===== config.mk =====
export PLATFORM = sky130hd
export DESIGN_NAME = deque_bank_flat
export DESIGN_NICKNAME = d
export VERILOG_FILES = /design/src/rtl/deque_bank_if.sv /design/src/rtl/deque_bank.sv /design/src/flat_wrapper.sv
export SDC_FILE = /design/constraint.sdc
export NUM_CORES = 1
export LEC_CHECK = 0
export ABC_CLOCK_PERIOD_IN_PS = 4500
export BUFFER_PORTS_ARGS = -buffer_cell sky130_fd_sc_hd__clkbuf_2
export CAP_MARGIN = 40
export CORE_ASPECT_RATIO = 1.2
export CORE_MARGIN = 2
export CORE_UTILIZATION = 40
export CTS_CLUSTER_SIZE = 40
export DETAILED_ROUTE_END_ITERATION = 8
export PLACE_DENSITY = 0.6
export SYNTH_ARGS = -nofsm -noshare
export SYNTH_HDL_FRONTEND = slang
export SYNTH_SLANG_ARGS = --single-unit

===== constraint.sdc =====
create_clock -name clk -period 4.5 [get_ports clk]
set_input_delay 0.45 -clock clk [delete_from_list [all_inputs] [get_ports clk]]
set_output_delay 0.45 -clock clk [all_outputs]
set_load 0.005 [all_outputs]

===== src/rtl/deque_bank_if.sv =====
// Command/peek port of deque_bank: one command per clock, addressed by channel and end.
// The master drives commands; the slave (deque_bank) returns peek data and flag vectors.
interface deque_bank_if #(
  parameter int unsigned NUM_CH = 2,
  parameter int unsigned WIDTH  = 8
);
  localparam int unsigned CH_W = (NUM_CH > 1) ? $clog2(NUM_CH) : 1;

  logic [CH_W-1:0]   ch_sel;
  logic              end_sel;
  logic              push;
  logic              pop;
  logic [WIDTH-1:0]  data_in;
  logic [WIDTH-1:0]  data_out;
  logic [NUM_CH-1:0] empty;
  logic [NUM_CH-1:0] full;
  logic [1:0]        err;

  modport master (
    output ch_sel, end_sel, push, pop, data_in,
    input  data_out, empty, full, err
  );

  modport slave (
    input  ch_sel, end_sel, push, pop, data_in,
    output data_out, empty, full, err
  );
endinterface


===== src/rtl/deque_bank.sv =====
// Bank of NUM_CH circular-buffer deques (head pointer + count) behind one command port.
// Define DEQUE_ERR_EN to build the sticky {overflow, underflow} error register.
module deque_bank #(
  parameter int unsigned NUM_CH = 2,
  parameter int unsigned DEPTH  = 16,
  parameter int unsigned WIDTH  = 8
) (
  input logic         clk,
  input logic         rst_n,
  deque_bank_if.slave bus
);
  localparam int unsigned CH_W   = (NUM_CH > 1) ? $clog2(NUM_CH) : 1;
  localparam int unsigned PTR_W  = $clog2(DEPTH + 1);
  localparam int unsigned ADDR_W = $clog2(DEPTH);
  localparam logic [PTR_W-1:0] PTR_LAST = PTR_W'(DEPTH - 1);
  localparam logic [PTR_W-1:0] PTR_FULL = PTR_W'(DEPTH);
  localparam logic [PTR_W-1:0] PTR_ONE  = PTR_W'(1);

  function automatic logic [PTR_W-1:0] ptr_inc(input logic [PTR_W-1:0] p);
    return (p == PTR_LAST) ? '0 : p + PTR_ONE;
  endfunction

  function automatic logic [PTR_W-1:0] ptr_dec(input logic [PTR_W-1:0] p);
    return (p == '0) ? PTR_LAST : p - PTR_ONE;
  endfunction

  // head + count never exceeds 2*DEPTH-1, so a single conditional subtract wraps it.
  function automatic logic [PTR_W-1:0] ptr_add(input logic [PTR_W-1:0] p,
                                                input logic [PTR_W-1:0] n);
    logic [PTR_W:0] sum;
    sum = {1'b0, p} + {1'b0, n};
    if (sum >= {1'b0, PTR_FULL}) begin
      sum = sum - {1'b0, PTR_FULL};
    end
    return sum[PTR_W-1:0];
  endfunction

  logic [WIDTH-1:0] mem_q   [NUM_CH][DEPTH];
  logic [PTR_W-1:0] head_q  [NUM_CH];
  logic [PTR_W-1:0] head_d  [NUM_CH];
  logic [PTR_W-1:0] count_q [NUM_CH];
  logic [PTR_W-1:0] count_d [NUM_CH];

  // Selected-channel view
  logic             sel_valid;
  logic [CH_W-1:0]  ch_idx;
  logic [PTR_W-1:0] cur_head;
  logic [PTR_W-1:0] cur_count;
  logic [PTR_W-1:0] tail_ptr;
  logic [PTR_W-1:0] back_ptr;
  logic [PTR_W-1:0] end_ptr;
  logic             cur_empty;
  logic             cur_full;

  assign sel_valid = (32'(bus.ch_sel) < NUM_CH);
  assign ch_idx    = sel_valid ? bus.ch_sel : '0;
  assign cur_head  = head_q[ch_idx];
  assign cur_count = count_q[ch_idx];
  assign cur_empty = (cur_count == '0);
  assign cur_full  = (cur_count == PTR_FULL);
  assign tail_ptr  = ptr_add(cur_head, cur_count);
  assign back_ptr  = ptr_dec(tail_ptr);
  assign end_ptr   = bus.end_sel ? back_ptr : cur_head;

  // Command decode; push+pop on an empty channel degrades to a plain push.
  logic do_replace;
  logic do_push;
  logic do_pop;

  always_comb begin
    do_replace = sel_valid && bus.push && bus.pop && !cur_empty;
    do_push    = sel_valid && bus.push && (!bus.pop || cur_empty) && !cur_full;
    do_pop     = sel_valid && bus.pop && !bus.push && !cur_empty;
  end

  logic             mem_we;
  logic [PTR_W-1:0] mem_waddr;

  always_comb begin
    head_d    = head_q;
    count_d   = count_q;
    mem_we    = 1'b0;
    mem_waddr = end_ptr;
    if (do_replace) begin
      mem_we = 1'b1;
    end else if (do_push) begin
      mem_we          = 1'b1;
      count_d[ch_idx] = cur_count + PTR_ONE;
      if (!bus.end_sel) begin
        head_d[ch_idx] = ptr_dec(cur_head);
        mem_waddr      = ptr_dec(cur_head);
      end else begin
        mem_waddr = tail_ptr;
      end
    end else if (do_pop) begin
      count_d[ch_idx] = cur_count - PTR_ONE;
      if (!bus.end_sel) begin
        head_d[ch_idx] = ptr_inc(cur_head);
      end
    end
  end

  always_ff @(posedge clk or negedge rst_n) begin
    if (!rst_n) begin
      for (int i = 0; i < int'(NUM_CH); i++) begin
        head_q[i]  <= '0;
        count_q[i] <= '0;
      end
    end else begin
      head_q  <= head_d;
      count_q <= count_d;
    end
  end

  // Storage is deliberately left unreset; counts alone define validity.
  always_ff @(posedge clk) begin
    if (mem_we) begin
      mem_q[ch_idx][ADDR_W'(mem_waddr)] <= bus.data_in;
    end
  end

  always_comb begin
    bus.data_out = '0;
    if (sel_valid && !cur_empty) begin
      bus.data_out = mem_q[ch_idx][ADDR_W'(end_ptr)];
    end
  end

  always_comb begin
    bus.empty = '0;
    bus.full  = '0;
    for (int i = 0; i < int'(NUM_CH); i++) begin
      bus.empty[i] = (count_q[i] == '0);
      bus.full[i]  = (count_q[i] == PTR_FULL);
    end
  end

`ifdef DEQUE_ERR_EN
  logic       overflow;
  logic       underflow;
  logic       range_err;
  logic [1:0] err_q;
  logic [1:0] err_d;

  always_comb begin
    overflow  = sel_valid && bus.push && !bus.pop && cur_full;
    underflow = sel_valid && bus.pop && !bus.push && cur_empty;
    range_err = !sel_valid && (bus.push || bus.pop);
    err_d     = err_q | {overflow || range_err, underflow || range_err};
  end

  always_ff @(posedge clk or negedge rst_n) begin
    if (!rst_n) begin
      err_q <= 2'b00;
    end else begin
      err_q <= err_d;
    end
  end

  assign bus.err = err_q;
`else
  assign bus.err = 2'b00;
`endif

endmodule


===== src/flat_wrapper.sv =====
// flat-port wrapper written by rule: the top's interface ports become plain ports
module deque_bank_flat 
#(
  parameter int unsigned NUM_CH = 2,
  parameter int unsigned DEPTH  = 16,
  parameter int unsigned WIDTH  = 8
)
  (clk, rst_n, bus_ch_sel, bus_end_sel, bus_push, bus_pop, bus_data_in, bus_data_out, bus_empty, bus_full, bus_err);
  deque_bank_if #(.NUM_CH(NUM_CH), .WIDTH(WIDTH)) bus_i ();
  input logic clk;
  input logic rst_n;
  input wire logic [$bits(bus_i.ch_sel)-1:0] bus_ch_sel;
  input wire logic [$bits(bus_i.end_sel)-1:0] bus_end_sel;
  input wire logic [$bits(bus_i.push)-1:0] bus_push;
  input wire logic [$bits(bus_i.pop)-1:0] bus_pop;
  input wire logic [$bits(bus_i.data_in)-1:0] bus_data_in;
  output wire logic [$bits(bus_i.data_out)-1:0] bus_data_out;
  output wire logic [$bits(bus_i.empty)-1:0] bus_empty;
  output wire logic [$bits(bus_i.full)-1:0] bus_full;
  output wire logic [$bits(bus_i.err)-1:0] bus_err;
  assign bus_i.ch_sel = bus_ch_sel;
  assign bus_i.end_sel = bus_end_sel;
  assign bus_i.push = bus_push;
  assign bus_i.pop = bus_pop;
  assign bus_i.data_in = bus_data_in;
  assign bus_data_out = bus_i.data_out;
  assign bus_empty = bus_i.empty;
  assign bus_full = bus_i.full;
  assign bus_err = bus_i.err;
  deque_bank #(.NUM_CH(NUM_CH), .DEPTH(DEPTH), .WIDTH(WIDTH)) u_core (.clk(clk), .rst_n(rst_n), .bus(bus_i));
endmodule

# Word-level counts from Yosys, hierarchy flattened

Memory sizes are Yosys's and may differ from the RTL's.
Cells that the tools add are included.
W data, S select, Z words.

$add $sub $neg: 7
$lt $le $gt $ge: 6
Equal/unequal tests: 6
Mux-type cells: 36
Bitwise gates (word level): 4
Reduce and logical (&&, ||, !) cells: 21

Operators with widths:

| operator              | number |
|---|---|
| $mux W128             | 1 |
| $mux W10              | 6 |
| $mux W5               | 10 |
| $bwmux W10            | 4 |
| $bmux W8 S4           | 1 |
| $demux W8 S4          | 1 |
| $mux W8               | 4 |
| $logic_not A5 Y1      | 5 |
| $mux W4               | 5 |
| $eq A5 B5 Y1 const B  | 3 |
| $add A5 B1 Y5 const B | 2 |
| $ge A5 B5 Y1 const B  | 2 |
| $not A4 Y5            | 2 |
| $sub A5 B1 Y5 const B | 2 |
| $logic_and A1 B1 Y1   | 8 |
| $add A5 B5 Y6         | 1 |
| $ge A6 B5 Y1 const B  | 1 |
| $demux W5 S1          | 1 |
| $eq A5 B4 Y1 const B  | 1 |
| $lt A5 B1 Y1 const B  | 1 |
| $sub A5 B5 Y5 const B | 1 |
| $logic_not A1 Y1      | 4 |
| $ne A2 B2 Y1 const B  | 2 |
| $reduce_and A4 Y1     | 1 |
| 9 further kinds       | 11 |

Flip-flop bits (word level): 20
RAM bits: 256
Bits of input ports: 14
Output and inout bits: 14
Word-level logic and storage cells: 85
Memories kept: 1

Memories:

| memory       | depth | width | rd ports | clocked after memory_dff | wr ports | RTL line         | source |
|---|---|---|---|---|---|---|---|
| u_core.mem_q | 2     | 128   | 1        | 0                        | 1        | deque_bank.sv:38 | `logic [WIDTH-1:0] mem_q [NUM_CH][DEPTH];` |

# Longest topological paths before layout

Gate-level depths: netlist (run 1).

Depth in word-level cells: 18
Gate-level depth with buffers: 18
Gate-level depth less buffers: 14

# Least setup slack after synthesis (run 1)

OpenSTA, ideal clock, no wires.

Kind: input to register
Start point: input bus_ch_sel
End point: memory u_core.mem_q[0][120] (netlist name), enable pin
Library setup time: 370 ps
Data arrival time: 4056 ps
Data required time: 4130 ps
Slack: 74 ps
Cell stages on the path: 15
Buffers on the path: 5
Path through: buf_2 -> buf_2 -> buf_2 -> mux2_2 -> ha_1 -> or3b_1 -> or3_1 -> and4_4 -> buf_6 -> nand2_4 -> nand3_1 -> a31o_1 -> or3b_1 -> buf_2 -> nor2_1

Word-level cells in the longest chain between the ends: 18
Elaborated cells on any way between the ends: 39
Those cells by class: add/sub (4); order compare (3); eq/ne (1); mux (19); bitwise (2); reduce/logical (10)

RTL lines:

| element                                                                   | RTL line                           | source |
|---|---|---|
| from (decl)                                                               | flat_wrapper.sv:12                 | `input wire logic [$bits(bus_i.ch_sel)-1:0] bus_ch_sel;` |
| $not A1 Y2 (not written as such)                                          | deque_bank.sv:57, deque_bank.sv:58 |  |
| $mux W5, on equally long branches (3 in series)                           | deque_bank.sv:57, deque_bank.sv:58 |  |
| $add A5 B5 Y6                                                             | deque_bank.sv:31                   | `sum = {1'b0, p} + {1'b0, n};` |
| $sub A5 B5 Y5 / $ge A6 B5 Y1 (equally long branches)                      | deque_bank.sv:33, deque_bank.sv:32 |  |
| $mux W5                                                                   | deque_bank.sv:32                   | `if (sum >= {1'b0, PTR_FULL}) begin` |
| $sub A4 B1 Y4 / $logic_not A5 Y1 (equally long branches)                  | deque_bank.sv:24                   | `return (p == '0) ? PTR_LAST : p - PTR_ONE;` |
| $mux W4                                                                   | deque_bank.sv:24                   |  |
| $mux W4                                                                   | deque_bank.sv:63                   | `assign end_ptr = bus.end_sel ? back_ptr : cur_head;` |
| $mux W4                                                                   | deque_bank.sv:86                   | `end else if (do_push) begin` |
| $mux W4                                                                   | deque_bank.sv:84                   | `if (do_replace) begin` |
| $not A4 Y5 (not written as such)                                          | deque_bank.sv:118                  | `mem_q[ch_idx][ADDR_W'(mem_waddr)] <= bus.data_in;` |
| $ge A5 B5 Y1 (not written as such) / $lt A5 B1 Y1 (equally long branches) | deque_bank.sv:118                  |  |
| $logic_and A1 B1 Y1 (not written as such)                                 | deque_bank.sv:118                  |  |
| $mux W8 (not written as such)                                             | deque_bank.sv:118                  |  |
| $demux W8 S4                                                              | deque_bank.sv:118                  |  |
| $mux W128 (not written as such)                                           | deque_bank.sv:118                  |  |
| to (decl)                                                                 | deque_bank.sv:38                   |  |

Parallel ways exist; a longest one is shown, timed or not. The select of a mux whose other input is x is not followed.

==> flow_summary.ini, run 1 <==
[outcome]
status = finished with violations
violations = setup timing

[floorplan]
core-area_sq_um = 30400
core.rowCount = 70
die_x_microns = 164
die_y_microns = 196
io_pins = 28
start_util_pct = 40.5
fp.dieArea_sq_um = 32200

[worst_setup_path]
crit_buf_inv = 5
cp.required_ns = 4.05
critPathMaxFanout = 6
rrSetupSlack_ns = 0.40
slowest_stage = fa_2
ff2ff_path_depth = 16
crit_path_cell_trace = mux2i_1 > inv_1 > ha_4 > inv_2 > fa_2 > ha_4 > nand2_2 > a211oi_2 > nand4_1 > o21ai_4 > buf_12 > buf_12 > mux4_2 > o211ai_1 > a32oi_2 > clkbuf_2
crit_family = compound AO/OA/AOI/OAI gates
worst_setup_path_start_kind = flop
reg2reg_to = u_core.mem_q[1][70]
endpoint_kind = output pin
arrival_ns = 4.21
worstSetupPathType = reg -> out
max_stage_delay_ns = 0.62

[final_layout]
area_growth_pct = 20.6
stdcell_count = 1323
nNetsFinal = 932
multiInputGateArea_sq_um = 4130
final_area_sq_um = 14900
seq_area_sq_um = 8190
diodes = 0
drive_gt1_share_pct = 32.4
utilization_pct = 48.9
fillCellCount = 2536

[detailed_routing]
ant_nets = 0
wl_per_cell_microns = 22.7
drt_wl_total_mm = 30.1
drt-initial-drc-count = 684
via_per_inst = 5.56
drc = 0
first_pass_iters = 4
num_vias = 7356

[timing]
fin_skew_ns = 0.0293
fin_ws_ns = -0.160
fin_crit_sh_pct = 104
setup_tns_ns = -0.853
rsz0062_at_grt = yes
setup_viol = 7
drv_slew = 0
hold_violations = 0
holdWs_ns = 0.396
period_minus_slack_ns = 4.66
max_freq_mhz = 215
tightestPinTransition_ns = 0.826
slew_headroom_pct = 44.9

[global_routing]
grt_pass1_vias = 7565
grt_max_degree = 38
grt.overflow.total = 0
antenna_found_initial = 0
grt_use_total_pct = 19.1
gr-usage-met2_pct = 31.8
grt.busiest_layer = met2
grt_pass1_wl_mm = 46.0
met1_usage_pct = 25.7
grtUsageMet3_pct = 2.90

[pwr]
power.density_nw_per_um2 = 795
leakage_nw = 5.15
ir_drop_uv = 506
total_power_mw = 11.8

[logic_synthesis]
synthArstFlopShare_pct = 7.25
synth_area_leaders = edfxtp_1 62%, mux4_2 8.2%, dfrtp_1 4.1%
synth_warnings = 0
synth_cell_type_count = 76
ys_seq_elements = 276
synth_area_per_cell_sq_um = 15.8
syn_area_sq_um = 12300
yosysSeqAreaShare_pct = 66.5
netlist_top_cells_count = 256 x edfxtp_1, 77 x nor2_1, 45 x mux4_2, 35 x nand2_1, 29 x mux2i_1
yosys.area.top_type_share_pct = 62.4
ys.flop_type = edfxtp_1
synth_edf_count = 256
synth_most_common_cell = edfxtp_1
yosys.area.top_type = edfxtp_1
netlist_instances = 778

[clock_network]
clk_latency_ns = 0.56
cts_buffers = 29
cts_buffer_depth = 3
ctsRootBufferMaster = clkbuf_16
htree_levels = 1
cts_sinks = 276
cts_tree = built
clkTransAtPathRegs_ns = 0.06

[place]
preCtsSetupSlack_ns = -0.110
portBuffers = 25
hpwl_mm = 20.4
placed_cell_area_sq_um = 13500
gp_congestion = 0.885
dp_cells = 1248

[job]
cap_violations = 0

[min_path]
hp-class = in -> async
worst register-to-register path: cells and delay by family (launching register included):
| kind | cells | cell delay [ns] |
|---|---|---|
| adder cells (fa/ha/maj) | 3 | 0.91 |
| buffers and inverters | 4 | 0.51 |
| flip-flops | 1 | 0.35 |
| multiplexers | 1 | 0.09 |
| AND/OR/NAND/NOR | 5 | 1.18 |
| AO/OA/AOI/OAI | 3 | 0.75 |
power by group:
part	switching (mW)	internal, mW	total [mW]
Sequential	0.109	3.14	3.24
Clock	0.962	1.35	2.31
Combinational	3.49	2.77	6.26
Total	4.56	7.26	11.8
timing repair:
item | 4_1_cts | 5_1_grt
hold endpoints to repair | 20 | 0
pin swaps | 24 | 15
buffers inserted | 19 | 3
hold buffers | 1 | 0
gates resized for setup | 35 | 23
endpoints found under the setup margin | 8 | 8
flip-flops by register name, summed over array words and instances (netlist names), named ones only:
name,count
u_core.count_q,8
u_core.head_q,10
u_core.mem_q,256
logic make-up (layout without fill, tap and decap cells):
group | count (synthesis) | after routing | share of synthesized area (%)
DFF | 276 | 276 | 66.5
and+or+nand+nor | 186 | 186 | 7.31
AOI/OAI and AO/OA | 132 | 132 | 8.43
muxes | 100 | 100 | 13.1
buffers and inverters | 56 | 204 | 2.21
xor gates and xnor gates | 14 | 14 | 1.11
adders and majority gates | 13 | 13 | 1.38
other | 1 | 2 | 0.0304
cells in the final DEF (no fill, tap or decap), drive strengths merged, types with 6 or more instances in the layout:
cell	count
edfxtp	256
buf	116
nor2	78
clkbuf	56
mux4	45
nand2	36
mux2i	31
a211oi	27
mux2	24
a21oi	22
dfrtp	20
nor3	19
inv	15
o21ai	15
ha	12
clkinv	11
nand3	10
a221oi	10
nand2b	9
o211ai	8
nand3b	8
xnor2	7
a22o	7
and2	7
o221ai	7
o221a	7
xor2	6
a32oi	6
routing by layer:
metal | part of all wire, % | up-vias | routed length [microns]
li1 | - | 3352 | -
met3 | 5.1 | 40 | 1540
met2 | 50 | 202 | 15000
met4 | 2.5 | 0 | 744
met5 | 0 | - | 0
met1 | 42 | 3762 | 12700
final cells by class:
type | count | share of cell area (%)
sequential | 276 | 55.1
multi-input combinational | 447 | 27.8
timing repair buffer | 138 | 7.32
clock buffer | 35 | 5.03
tap | 396 | 3.33
clock inverter | 18 | 1.14
inverter | 13 | 0.328
worst max path at each step:
stage / to / slack, ns / cells past startpoint
2_1_floorplan: u_core.mem_q[0][120] / 0.07 / 15
3_3_place_gp: bus_data_out[4] / -0.14 / 16
3_5_place_dp: bus_data_out[4] / -0.11 / 16
4_1_cts: bus_data_out[4] / -0.14 / 16
5_1_grt: bus_data_out[2] / -0.35 / 17
6_report: bus_data_out[4] / -0.16 / 16
No activity file was read; power rests on OpenSTA's default activity.
==> run 2: changes to the inputs <==
Settings changed: SKIP_LAST_GASP set to 1.
==> flow_summary.ini, run 2 (synthesized netlist as in run 1, its figures left out) <==
[outcome]
status = finished with violations
violations = setup timing

[job]
cap_violations = 0

[final_layout]
diodes = 0
nNetsFinal = 932
final_common_cell = edfxtp_1
largest_reg_flops = 256
top_register = u_core.mem_q
mostFrequentLayoutCells = 256 x edfxtp_1, 98 x buf_4, 77 x nor2_1, 45 x mux4_2, 34 x nand2_1
utilization_pct = 48.8
drive_gt1_share_pct = 31.9
reg.largest.list = u_core.mem_q (256), u_core.head_q (10), u_core.count_q (8)
area_growth_pct = 20.4
stdcell_count = 1323

[global_routing]
antenna_found_initial = 0
grt_use_total_pct = 19.0
grt_pass1_wl_mm = 46.0
grt_pass1_vias = 7541
grt.overflow.total = 0
grt_max_degree = 38

[detailed_routing]
drt_wl_total_mm = 30.1
wl_per_cell_microns = 22.8
drt-initial-drc-count = 695
ant_nets = 0
via_per_inst = 5.56
drc = 0
num_vias = 7358
first_pass_iters = 5

[worst_setup_path]
endpoint_kind = output pin
arrival_ns = 4.21
worst_setup_path_start_kind = flop
max_stage_delay_ns = 0.62
crit_path_cell_trace = mux2i_1 > inv_1 > ha_4 > inv_2 > fa_2 > ha_4 > nand2_2 > a211oi_2 > nand4_1 > o21ai_4 > buf_12 > buf_12 > buf_6 > mux4_2 > o211ai_1 > a32oi_2 > buf_2
worstSetupPathType = reg -> out
critPathMaxFanout = 6
slowest_stage = fa_2
cp.required_ns = 4.05

[clock_network]
clk_latency_ns = 0.56
htree_levels = 1
cts_sinks = 276
ctsRootBufferMaster = clkbuf_16
clkTransAtPathRegs_ns = 0.06
cts_buffer_depth = 3
cts_buffers = 29
cts_tree = built

[pwr]
leakage_nw = 5.14
power.density_nw_per_um2 = 793
ir_drop_uv = 505

[timing]
max_freq_mhz = 215
fin_crit_sh_pct = 104
tightestPinTransition_ns = 0.830
slew_headroom_pct = 44.7
fin_ws_ns = -0.158
rsz0062_at_grt = yes
hold_violations = 0
fin_skew_ns = 0.0292
drv_slew = 0
period_minus_slack_ns = 4.66
setup_viol = 8

[floorplan]
core.rowCount = 70
start_util_pct = 40.5
io_pins = 28
die_x_microns = 164
die_y_microns = 196
core-area_sq_um = 30400
fp.dieArea_sq_um = 32200

[min_path]
hp-class = in -> async

[place]
dp_cells = 1248
gp_congestion = 0.885
portBuffers = 25
hpwl_mm = 20.4
-- run 2: cell types whose count changed in the layout (fill, tap and decap cells not counted), sizes merged --
| cell | delta |
|---|---|
| buf | -1 |
| clkbuf | +1 |
-- run 2: area by class of cell --
type	instances	area, sq um
Clock buffer	35	748
Clock inverter	18	170
Fill cell	2540	15600
Inverter	13	48.8
Multi-Input combinational cell	447	4100
Sequential cell	276	8190
Tap cell	396	495
Timing Repair Buffer	138	1090
-- run 2: critical path, delay by kind of cell (launching register included) --
kind	cells	cell delay, ns
and+or+nand+nor	2	0.24
adders and majority gates	3	0.91
muxes	2	0.57
AOI/OAI and AO/OA	4	0.89
DFF	1	0.35
buffers and inverters	6	0.69
-- run 2: final timing paths --
kind                                  startpoint             endpoint  slack (ns)  depth (start not counted)
worst max register to register              flop  u_core.mem_q[1][70]        0.40                         16
worst min register to register  u_core.head_q[6]     u_core.head_q[6]        0.49                          2
max in group asynchronous                  rst_n     u_core.head_q[4]        3.73                          2
worst max-delay path                        flop      bus_data_out[2]       -0.16                         17
min in group clk                u_core.head_q[6]     u_core.head_q[6]        0.49                          2
worst min-delay path                       rst_n    u_core.count_q[9]        0.40                          2
-- run 2: per-layer routing --
metal	share of wire (%)	up-vias	track usage (%)
met2	50	212	31.7
met4	2.4	0	5.95
li1	-	3351	-
met5	0	-	0
met1	43	3756	25.7
met3	5.0	39	2.90
-- run 2: repair_timing --
item / CTS / global route
resized for setup: 31 / 20
pin swaps: 24 / 15
endpoints found under the hold margin: 20 / 0
endpoints found under the setup margin: 8 / 8
buffers inserted: 19 / 3
hold buffers: 1 / 0
-- run 2: stage by stage --
| step | TNS [ns] | area, sq um | setup slack [ns] | power (mW) | hold WS (ns) |
|---|---|---|---|---|---|
| floorplan | 0 | 12300 | 0.0737 | 6.46 | 0.154 |
| global placement | -0.170 | 13500 | -0.135 | 8.67 | 0.439 |
| detailed placement | -0.207 | 13500 | -0.110 | 8.70 | 0.451 |
| CTS | -0.764 | 14700 | -0.140 | 11.6 | 0.391 |
| global route | -2.54 | 14800 | -0.352 | 12.4 | 0.429 |
| finish | -0.851 | 14800 | -0.158 | 11.8 | 0.400 |
-- run 2: report_power, final --
group / switching [mW] / internal [mW] / leakage [nW]
Combinational: 3.47 / 2.74 / 2.16
Clock: 0.956 / 1.35 / 0.445
Sequential: 0.108 / 3.14 / 2.54
Total: 4.53 / 7.23 / 5.14
